[src/rtl/led_status_ctrl.sv]
// led_status_ctrl
// Per-LED mode registers (OFF/ON/SLOW/FAST/ACT/ACT_INV) driving a registered
// LED request vector toward a downstream LED subsystem. A shared 1 ms tick
// feeds two phase bits (1 Hz and 4 Hz), so every blinking LED stays in step.
// Activity strobes are stretched to STRETCH_MS ticks per LED. Nothing is
// driven until the downstream subsystem reports ready (lamp test done).
//
// Handshake: sub_ready is a level, not a pulse. The first cycle it is seen
// high moves WAIT->RUN and starts the tick counter from zero. The first cycle
// it is seen low moves RUN->WAIT and clears all counters. cfg_wr is a
// single-cycle strobe that needs no acknowledge: it is accepted or rejected in
// the same cycle, and a rejection is flagged by cfg_err on the following cycle.

module led_status_ctrl #(
  parameter int CLK_FREQ   = 125000000,
  parameter int NUM_LED    = 4,
  parameter int STRETCH_MS = 50,
  parameter int RESET_MODE = 0,
  // Index port width; widened only when out-of-range indices must be drivable.
  parameter int IDX_W      = $clog2(NUM_LED)
) (
  input  logic               clk,
  input  logic               rst,
  input  logic               cfg_wr,
  input  logic [IDX_W-1:0]   cfg_idx,
  input  logic [2:0]         cfg_mode,
  input  logic [NUM_LED-1:0] act,
  input  logic               sub_ready,
  output logic [NUM_LED-1:0] led_req,
  output logic               cfg_err
);

  // Clock cycles per 1 ms tick and the width of the counter that spans them.
  localparam int TICK_DIV = (CLK_FREQ / 1000 > 0) ? CLK_FREQ / 1000 : 1;
  localparam int TICK_W   = (TICK_DIV > 1) ? $clog2(TICK_DIV) : 1;
  localparam int STR_W    = $clog2(STRETCH_MS + 1);

  // Mode encoding.
  localparam logic [2:0] MODE_OFF     = 3'd0;
  localparam logic [2:0] MODE_ON      = 3'd1;
  localparam logic [2:0] MODE_SLOW    = 3'd2;
  localparam logic [2:0] MODE_FAST    = 3'd3;
  localparam logic [2:0] MODE_ACT     = 3'd4;
  localparam logic [2:0] MODE_ACT_INV = 3'd5;

  // An out-of-range reset mode is folded to OFF so the registers only ever
  // hold legal codes.
  localparam logic [2:0] RST_MODE =
    (RESET_MODE >= 0 && RESET_MODE <= 5) ? 3'(RESET_MODE) : MODE_OFF;

  // Half-periods of the blink phases, in ticks.
  localparam logic [8:0] SLOW_LAST = 9'd499;  // 500 ticks -> 1 Hz
  localparam logic [6:0] FAST_LAST = 7'd124;  // 125 ticks -> 4 Hz

  typedef enum logic {
    ST_WAIT = 1'b0,
    ST_RUN  = 1'b1
  } state_t;

  state_t               state_q;
  state_t               state_d;
  logic                 run_en;   // stretch counters may load/decrement
  logic                 led_en;   // led_req may be non-zero next cycle

  logic [TICK_W-1:0]    tick_cnt;
  logic                 tick;
  logic [8:0]           slow_cnt;
  logic [6:0]           fast_cnt;
  logic                 slow_ph;
  logic                 fast_ph;

  logic [2:0]           mode_q    [NUM_LED];
  logic [STR_W-1:0]     stretch_q [NUM_LED];

  logic                 idx_ok;
  logic                 mode_ok;
  logic                 wr_ok;
  logic                 wr_bad;
  logic [NUM_LED-1:0]   led_d;

  // FSM state register.
  always_ff @(posedge clk) begin
    if (rst) begin
      state_q <= ST_WAIT;
    end else begin
      state_q <= state_d;
    end
  end

  // FSM next state and the enables it grants to the datapath.
  always_comb begin
    state_d = state_q;
    run_en  = 1'b0;
    led_en  = 1'b0;
    case (state_q)
      ST_WAIT: begin
        if (sub_ready) begin
          state_d = ST_RUN;
        end
      end
      ST_RUN: begin
        led_en = 1'b1;
        if (sub_ready) begin
          run_en = 1'b1;
        end else begin
          state_d = ST_WAIT;
        end
      end
      default: begin
        state_d = ST_WAIT;
      end
    endcase
  end

  // The tick fires on the cycle the divider wraps; never while not ready.
  assign tick = sub_ready && (tick_cnt == TICK_W'(TICK_DIV - 1));

  // 1 ms divider: held at zero whenever the subsystem is not ready, so the
  // first ready cycle is count zero and blink phase is deterministic.
  always_ff @(posedge clk) begin
    if (rst || !sub_ready) begin
      tick_cnt <= '0;
    end else if (tick) begin
      tick_cnt <= '0;
    end else begin
      tick_cnt <= tick_cnt + TICK_W'(1);
    end
  end

  // Shared blink phases, advanced by the tick and cleared with the divider.
  always_ff @(posedge clk) begin
    if (rst || !sub_ready) begin
      slow_cnt <= '0;
      fast_cnt <= '0;
      slow_ph  <= 1'b0;
      fast_ph  <= 1'b0;
    end else if (tick) begin
      if (slow_cnt == SLOW_LAST) begin
        slow_cnt <= '0;
        slow_ph  <= ~slow_ph;
      end else begin
        slow_cnt <= slow_cnt + 9'd1;
      end
      if (fast_cnt == FAST_LAST) begin
        fast_cnt <= '0;
        fast_ph  <= ~fast_ph;
      end else begin
        fast_cnt <= fast_cnt + 7'd1;
      end
    end
  end

  // Write qualification: the index is compared at full width so an index
  // beyond the LED count is rejected rather than aliased onto a real LED.
  always_comb begin
    idx_ok  = (int'(cfg_idx) < NUM_LED);
    mode_ok = (cfg_mode <= MODE_ACT_INV);
    wr_ok   = cfg_wr && idx_ok && mode_ok;
    wr_bad  = cfg_wr && !(idx_ok && mode_ok);
  end

  // Mode registers: written in any state, untouched by a rejected write.
  always_ff @(posedge clk) begin
    for (int n = 0; n < NUM_LED; n++) begin
      if (rst) begin
        mode_q[n] <= RST_MODE;
      end else if (wr_ok && (int'(cfg_idx) == n)) begin
        mode_q[n] <= cfg_mode;
      end
    end
  end

  // One-cycle error pulse for the write rejected in the previous cycle.
  always_ff @(posedge clk) begin
    if (rst) begin
      cfg_err <= 1'b0;
    end else begin
      cfg_err <= wr_bad;
    end
  end

  // Activity stretch per LED, independent of mode: a strobe (re)loads the full
  // length and wins over a same-cycle tick; otherwise count down to zero.
  always_ff @(posedge clk) begin
    for (int n = 0; n < NUM_LED; n++) begin
      if (rst || !run_en) begin
        stretch_q[n] <= '0;
      end else if (act[n]) begin
        stretch_q[n] <= STR_W'(STRETCH_MS);
      end else if (tick && (stretch_q[n] != '0)) begin
        stretch_q[n] <= stretch_q[n] - STR_W'(1);
      end
    end
  end

  // Per-LED drive decode; the live strobe is OR-ed in so activity shows up
  // on the cycle right after the strobe.
  always_comb begin
    led_d = '0;
    for (int n = 0; n < NUM_LED; n++) begin
      case (mode_q[n])
        MODE_OFF:     led_d[n] = 1'b0;
        MODE_ON:      led_d[n] = 1'b1;
        MODE_SLOW:    led_d[n] = slow_ph;
        MODE_FAST:    led_d[n] = fast_ph;
        MODE_ACT:     led_d[n] = act[n] || (stretch_q[n] != '0);
        MODE_ACT_INV: led_d[n] = !(act[n] || (stretch_q[n] != '0));
        default:      led_d[n] = 1'b0;
      endcase
    end
    if (!led_en) begin
      led_d = '0;
    end
  end

  // Registered LED request toward the downstream subsystem.
  always_ff @(posedge clk) begin
    if (rst) begin
      led_req <= '0;
    end else begin
      led_req <= led_d;
    end
  end

endmodule

[config.mk]
export PLATFORM = sky130hd
export DESIGN_NAME = led_status_ctrl
export DESIGN_NICKNAME = d
export VERILOG_FILES = /design/src/rtl/led_status_ctrl.sv
export SDC_FILE = /design/constraint.sdc
export NUM_CORES = 1
export LEC_CHECK = 0
export ABC_AREA = 1
export CORE_ASPECT_RATIO = 0.8
export CORE_MARGIN = 2
export CORE_UTILIZATION = 33
export CTS_CLUSTER_SIZE = 12
export DETAILED_ROUTE_END_ITERATION = 12
export HOLD_SLACK_MARGIN = 0.05
export PLACE_DENSITY = 0.52
export RECOVER_POWER = 50
export SKIP_CTS_REPAIR_TIMING = 1
export SYNTH_ARGS = -nofsm -noshare
export SYNTH_HDL_FRONTEND = slang
export SYNTH_SLANG_ARGS = --single-unit
[constraint.sdc]
create_clock -name clk -period 4.3 [get_ports clk]
set_input_delay 0.43 -clock clk [delete_from_list [all_inputs] [get_ports clk]]
set_output_delay 0.43 -clock clk [all_outputs]
set_load 0.03 [all_outputs]
==> impl_metrics.yaml, run 1 <==
status:
  status: "completed"
floorplan:
  die_w_um: 128.2
  ios: 18
  die_h_um: 103.3
  initial_core_util: 0.3359
  coreArea_sq_mm: 0.01212
  dieArea_sq_mm: 0.01324
  num_rows: 36
layout:
  final_area_sq_mm: 0.004646
  fin_cells: 712
  drive_gt1_frac: 0.03929
  insertedDiodeCount: 0
  layout.nets: 576
  fillers: 1211
  utilization: 0.3834
  syn_to_final_growth_pct: 14.14
power:
  switching_share: 0.2121
  power.density_mw_per_mm2: 347.9
  pwr-share-clk: 0.452
  seq_power_share: 0.490
  p_sw_mw: 0.3428
  total_power_mw: 1.616
  ir_worst_vdd_v: 0.0002328
  intPower_mw: 1.273
  leakage_nw: 1.969
  combPwrFrac: 0.059
cts:
  root_buffer: "clkbuf_16"
  numCtsBuffers: 9
  clkTransAtPathRegs_ns: 0.06
  cts_sinks: 77
  cts_tree: "yes"
  htreeDepth: 3
  clkLatencyLatePin_ns: 0.33
  clock_path_buffers: 2
route:
  drc_errors: 0
  post_drt_wl_per_cell_um: 11.36
  routed_wl_um: 8087
  wl_met1_um: 4240
  drt-initial-drc-count: 194
  antenna_left: 0
  route.met3.wl_um: 218
  first_pass_iters: 5
  vias: 3263
  wl_met2_um: 3527
  via_per_inst: 4.583
  top_layer_used: "met4"
sta:
  min_period_ns: 2.749
  finalCritPeriodShare: 0.6392
  final_hold_viol_count: 0
  relSlewSlack: 0.4466
  holdWs_ns: 0.4619
  slew_viol_final: 0
  finClkSkew_ns: 0.004116
  rsz0062_at_grt: "false"
  setup_slack_ns: 1.551
  tns_ns: 0
  worstMarginPinSlew_ns: 0.8214
  max_freq_mhz: 363.8
  setup_viol: 0
placement:
  dp_hpwl_um: 6090
  placed_area_sq_mm: 0.004395
  placed_cells: 696
  gp_congestion: 0.7696
  pre_cts_ws_ns: 1.742
  port_buffers: 17
synthesis:
  ys_seq_elements: 77
  yosys-top-cells-area: "edfxtp_1 27%, dfxtp_1 20%, nand2_1 11%"
  netlist_area_sq_mm: 0.004070
  syn_inst: 531
  synth.distinct_cells: 31
  netlist.area_leader.share: 0.2656
  yosysSeqAreaShare: 0.4673
  yosys_warnings: 0
  yosys.area.top_type: "edfxtp_1"
  syn-num-nets: 552
  synth.avg_cell_area_sq_um: 7.665
setup_path:
  cp.required_ns: 4.26
  path_max_fanout: 9
  worst_setup_path_end_kind: "register"
  reg2regPathDepth: 7
  cp_data_arrival_time_ns: 2.70
  critical_path_class: "register to register"
  critPathLaunchType: "register"
global_routing:
  grt_pass1_wl_um: 13860
  grt-ovfl-total: 0
  antenna_found_initial: 0
  grt_pass1_vias: 3014
  grt_max_degree: 26
  grt_use_total: 0.1314
min_path:
  hold_class: "register to register"
  hold_depth: 1
job:
  cap_viol_max_count: 0
[area by class of cell]
| cell class | count | area (sq um) | share of cell area |
|---|---|---|---|
| sequential | 77 | 1902 | 0.4094 |
| timing repair buffer | 17 | 170.2 | 0.03663 |
| clock buffer | 15 | 289.0 | 0.06221 |
| multi-input combinational | 363 | 1764 | 0.3797 |
| inverter | 87 | 326.6 | 0.07029 |
| tap | 152 | 190.2 | 0.04094 |
| clock inverter | 1 | 3.754 | 0.0008080 |
[worst paths after layout]
kind / endpoint / start / slack [ns]
hold reg to reg: tick_cnt[0]$_SDFF_PP0_ / tick_cnt[0]$_SDFF_PP0_ / 0.46
setup / recovery: stretch_q[3][2]$_SDFFCE_PP0P_ / tick_cnt[0]$_SDFF_PP0_ / 1.55
hold / removal: tick_cnt[0]$_SDFF_PP0_ / tick_cnt[0]$_SDFF_PP0_ / 0.46
setup reg to reg: stretch_q[3][2]$_SDFFCE_PP0P_ / tick_cnt[0]$_SDFF_PP0_ / 1.55
[layer usage]
metal  vias up  GRT usage
met5         -          0
met4         0    0.04142
met3         8    0.03292
met2        34     0.2049
met1      1479     0.1811
li1       1742          -
[power groups by stage]
| stage | clock network [mW] | logic, mW | registers, mW |
|---|---|---|---|
| finish | 0.730 | 0.0948 | 0.791 |
| global route | 0.784 | 0.109 | 0.793 |
| CTS | 0.758 | 0.0983 | 0.791 |
| detailed placement | 0 | 0.0974 | 0.807 |
| global placement | 0 | 0.0967 | 0.807 |
| floorplan | 0 | 0.0624 | 0.806 |
[registers in the layout, summed over array words and instances, names as in the netlist, 4 cells and up]
name	cells
fast_cnt	7
stretch_q	24
mode_q	12
led_req	4
tick_cnt	17
slow_cnt	9
[critical path: stages (launching register included)]
cell and delay, ns:
dfxtp_1 0.37, ha_1 0.23, nand2_1 0.07, nor2_1 0.12, nand2_1 0.09, nor2_1 0.46, nand2_1 0.30, o21ai_0 0.73
[cells by family (layout without fill, tap and decap cells)]
logic type                 count (synthesis)  count (layout)  share of synthesized area
and+or+nand+nor                          297             297                     0.3246
DFF                                       77              77                     0.4673
buffers and inverters                     91             120                    0.08884
AOI/OAI and AO/OA                         34              34                    0.04304
xor gates and xnor gates                  24              24                    0.05164
adders and majority gates                  8               8                    0.02459
[cells in the final DEF (no fill, tap or decap), drive strengths merged]
| cell type | netlist | final |
|---|---|---|
| clkinv | 0 | 1 |
| nor3b | 1 | 1 |
| edfxtp | 36 | 36 |
| xnor2 | 11 | 11 |
| xor2 | 13 | 13 |
| or2 | 1 | 1 |
| nand4 | 12 | 12 |
| nand2 | 121 | 121 |
| clkbuf | 0 | 15 |
| nor4 | 1 | 1 |
| inv | 87 | 87 |
| nand3 | 48 | 48 |
| a31oi | 1 | 1 |
| dfxtp | 41 | 41 |
| o21ai | 17 | 17 |
| nor2 | 96 | 96 |
| nor3 | 13 | 13 |
| clkdlybuf4s50 | 0 | 10 |
| ha | 8 | 8 |
| and3 | 1 | 1 |
| nand3b | 3 | 3 |
| a31o | 1 | 1 |
| a21oi | 15 | 15 |
| dlygate4sd3 | 0 | 7 |
[cells in the mapped netlist (all sizes together)]
| cell type | n |
|---|---|
| a31oi | 1 |
| a31o | 1 |
| nand2 | 121 |
| a21oi | 15 |
| inv | 87 |
| xor2 | 13 |
| nor3b | 1 |
| ha | 8 |
| buf | 4 |
| nand4 | 12 |
| nor2 | 96 |
| xnor2 | 11 |
| or2 | 1 |
| nor4 | 1 |
| nand3 | 48 |
| edfxtp | 36 |
| nor3 | 13 |
| o21ai | 17 |
| and3 | 1 |
| dfxtp | 41 |
| nand3b | 3 |
Note: power is estimated with default switching activity, not from simulation.
==> inputs of run 2 (changes only) <==
clock period = 2.74 ns   (was 4.3 ns; I/O delays follow)
==> impl_metrics.yaml, run 2 (synthesized netlist as in run 1, its figures left out) <==
sta:
  final_hold_viol_count: 0
  max_freq_mhz: 438.7
  relSlewSlack: 0.5466
  slew_viol_final: 0
  min_period_ns: 2.279
  tns_ns: 0
  worstMarginPinSlew_ns: 0.6776
  rsz0062_at_grt: "false"
  finalCritPeriodShare: 0.8319
  finClkSkew_ns: 0.005367
  holdWs_ns: 0.4640
  setup_viol: 0
cts:
  numCtsBuffers: 9
  cts_tree: "yes"
  root_buffer: "clkbuf_16"
  cts_sinks: 77
  clkLatencyLatePin_ns: 0.33
  clkTransAtPathRegs_ns: 0.06
  clock_path_buffers: 2
  htreeDepth: 3
power:
  ir_worst_vdd_v: 0.0003162
  combPwrFrac: 0.057
  total_power_mw: 2.609
  switching_share: 0.2064
  leakage_nw: 2.007
  pwr-share-clk: 0.468
  p_sw_mw: 0.5387
  intPower_mw: 2.071
  seq_power_share: 0.475
  power.density_mw_per_mm2: 553.6
job:
  cap_viol_max_count: 0
route:
  wl_met2_um: 3677
  drc_errors: 0
  wl_met1_um: 3821
  drt-initial-drc-count: 154
  routed_wl_um: 7885
  route.met3.wl_um: 256
  antenna_left: 0
  post_drt_wl_per_cell_um: 11.03
  vias: 3249
  top_layer_used: "met4"
  via_per_inst: 4.544
  first_pass_iters: 4
layout:
  drive_gt1_frac: 0.05506
  insertedDiodeCount: 0
  syn_to_final_growth_pct: 15.80
  reg.largest.list: "stretch_q x24, tick_cnt x17, mode_q x12"
  layout.nets: 579
  final_common_cell: "nand2_1"
  fin_cells: 715
  fillers: 1219
  largest_reg_flops: 24
  final_cell_mix: "118 x nand2_1, 91 x nor2_1, 86 x inv_1"
  regMostFlops: "stretch_q"
floorplan:
  initial_core_util: 0.3359
  die_w_um: 128.2
  ios: 18
  num_rows: 36
  dieArea_sq_mm: 0.01324
  coreArea_sq_mm: 0.01212
  die_h_um: 103.3
setup_path:
  critical_path_class: "register to register"
  worst_setup_path_end_kind: "register"
  r2r_setup_slack_ns: 0.46
  rr_endpoint: "stretch_q[3][4]$_DFFE_PP_"
  path_max_fanout: 9
  reg2regPathDepth: 8
  r2r-start: "tick_cnt[0]$_SDFF_PP0_"
  cp_data_arrival_time_ns: 2.33
  critPathLaunchType: "register"
  cp.required_ns: 2.79
global_routing:
  antenna_found_initial: 0
  grt_max_degree: 19
  grt-ovfl-total: 0
  grt_pass1_wl_um: 13590
  grt_pass1_vias: 3079
  grt_use_total: 0.1304
min_path:
  hold_end: "tick_cnt[0]$_SDFF_PP0_"
  hp-start: "tick_cnt[0]$_SDFF_PP0_"
  hold_depth: 1
  hold_class: "register to register"
placement:
  gp_congestion: 0.7763
  dp_hpwl_um: 5965
  placed_cells: 699
  port_buffers: 17
status:
  status: "completed"
[run 2: power groups by stage]
stage / logic, mW / registers, mW / clock network [mW]
after detailed placement: 0.153 / 1.26 / 0
after CTS: 0.154 / 1.24 / 1.26
final: 0.150 / 1.24 / 1.22
after global routing: 0.172 / 1.24 / 1.30
after global placement: 0.152 / 1.26 / 0
after floorplan: 0.0979 / 1.27 / 0
[run 2: worst max-delay path: stages, from the launching register on]
cell and delay, ns:
dfxtp_1 0.36, ha_1 0.24, nand2_1 0.06, nor2_1 0.13, nand2_1 0.09, nor2_1 0.53, nand2_4 0.19, o21ai_0 0.21
buf_4 0.18
[run 2: final cells by class]
cell class,count,area (sq um),share of cell area
sequential,77,1902,0.4035
tap,152,190.2,0.04035
multi-input combinational,363,1799,0.3817
clock buffer,10,229.0,0.04858
clock inverter,6,77.57,0.01646
inverter,87,326.6,0.06929
timing repair buffer,20,188.9,0.04008
[run 2: how the worst max path moves through the flow]
stage | slack (ns) | startpoint | endpoint | cells after the start
floorplan | 0.76 | tick_cnt[0]$_SDFF_PP0_ | stretch_q[3][0]$_SDFFCE_PP0P_ | 7
global placement | 0.52 | sub_ready | stretch_q[2][3]$_SDFFCE_PN0P_ | 7
detailed placement | 0.47 | sub_ready | stretch_q[2][3]$_SDFFCE_PN0P_ | 7
CTS | 0.66 | tick_cnt[0]$_SDFF_PP0_ | stretch_q[2][3]$_SDFFCE_PN0P_ | 7
global route | 0.25 | tick_cnt[0]$_SDFF_PP0_ | stretch_q[3][3]$_SDFFCE_PP0P_ | 8
finish | 0.46 | tick_cnt[0]$_SDFF_PP0_ | stretch_q[3][4]$_DFFE_PP_ | 8
[run 2: metal layers]
layer / GRT usage / vias to the layer above
met3: 0.03549 / 12
met1: 0.1596 / 1456
met2: 0.2209 / 37
met5: 0 / -
li1: - / 1744
met4: 0.05325 / 0
[run 2: metrics by stage]
| stage | setup slack (ns) | utilization | instance area, sq um |
|---|---|---|---|
| 2_1_floorplan | 0.7593 | - | 4070 |
| 3_3_place_gp | 0.5180 | 0.3646 | 4418 |
| 3_5_place_dp | 0.4727 | 0.3646 | 4418 |
| 4_1_cts | 0.6642 | 0.3899 | 4725 |
| 5_1_grt | 0.2467 | 0.3890 | 4713 |
| 6_report | 0.4605 | 0.3890 | 4713 |
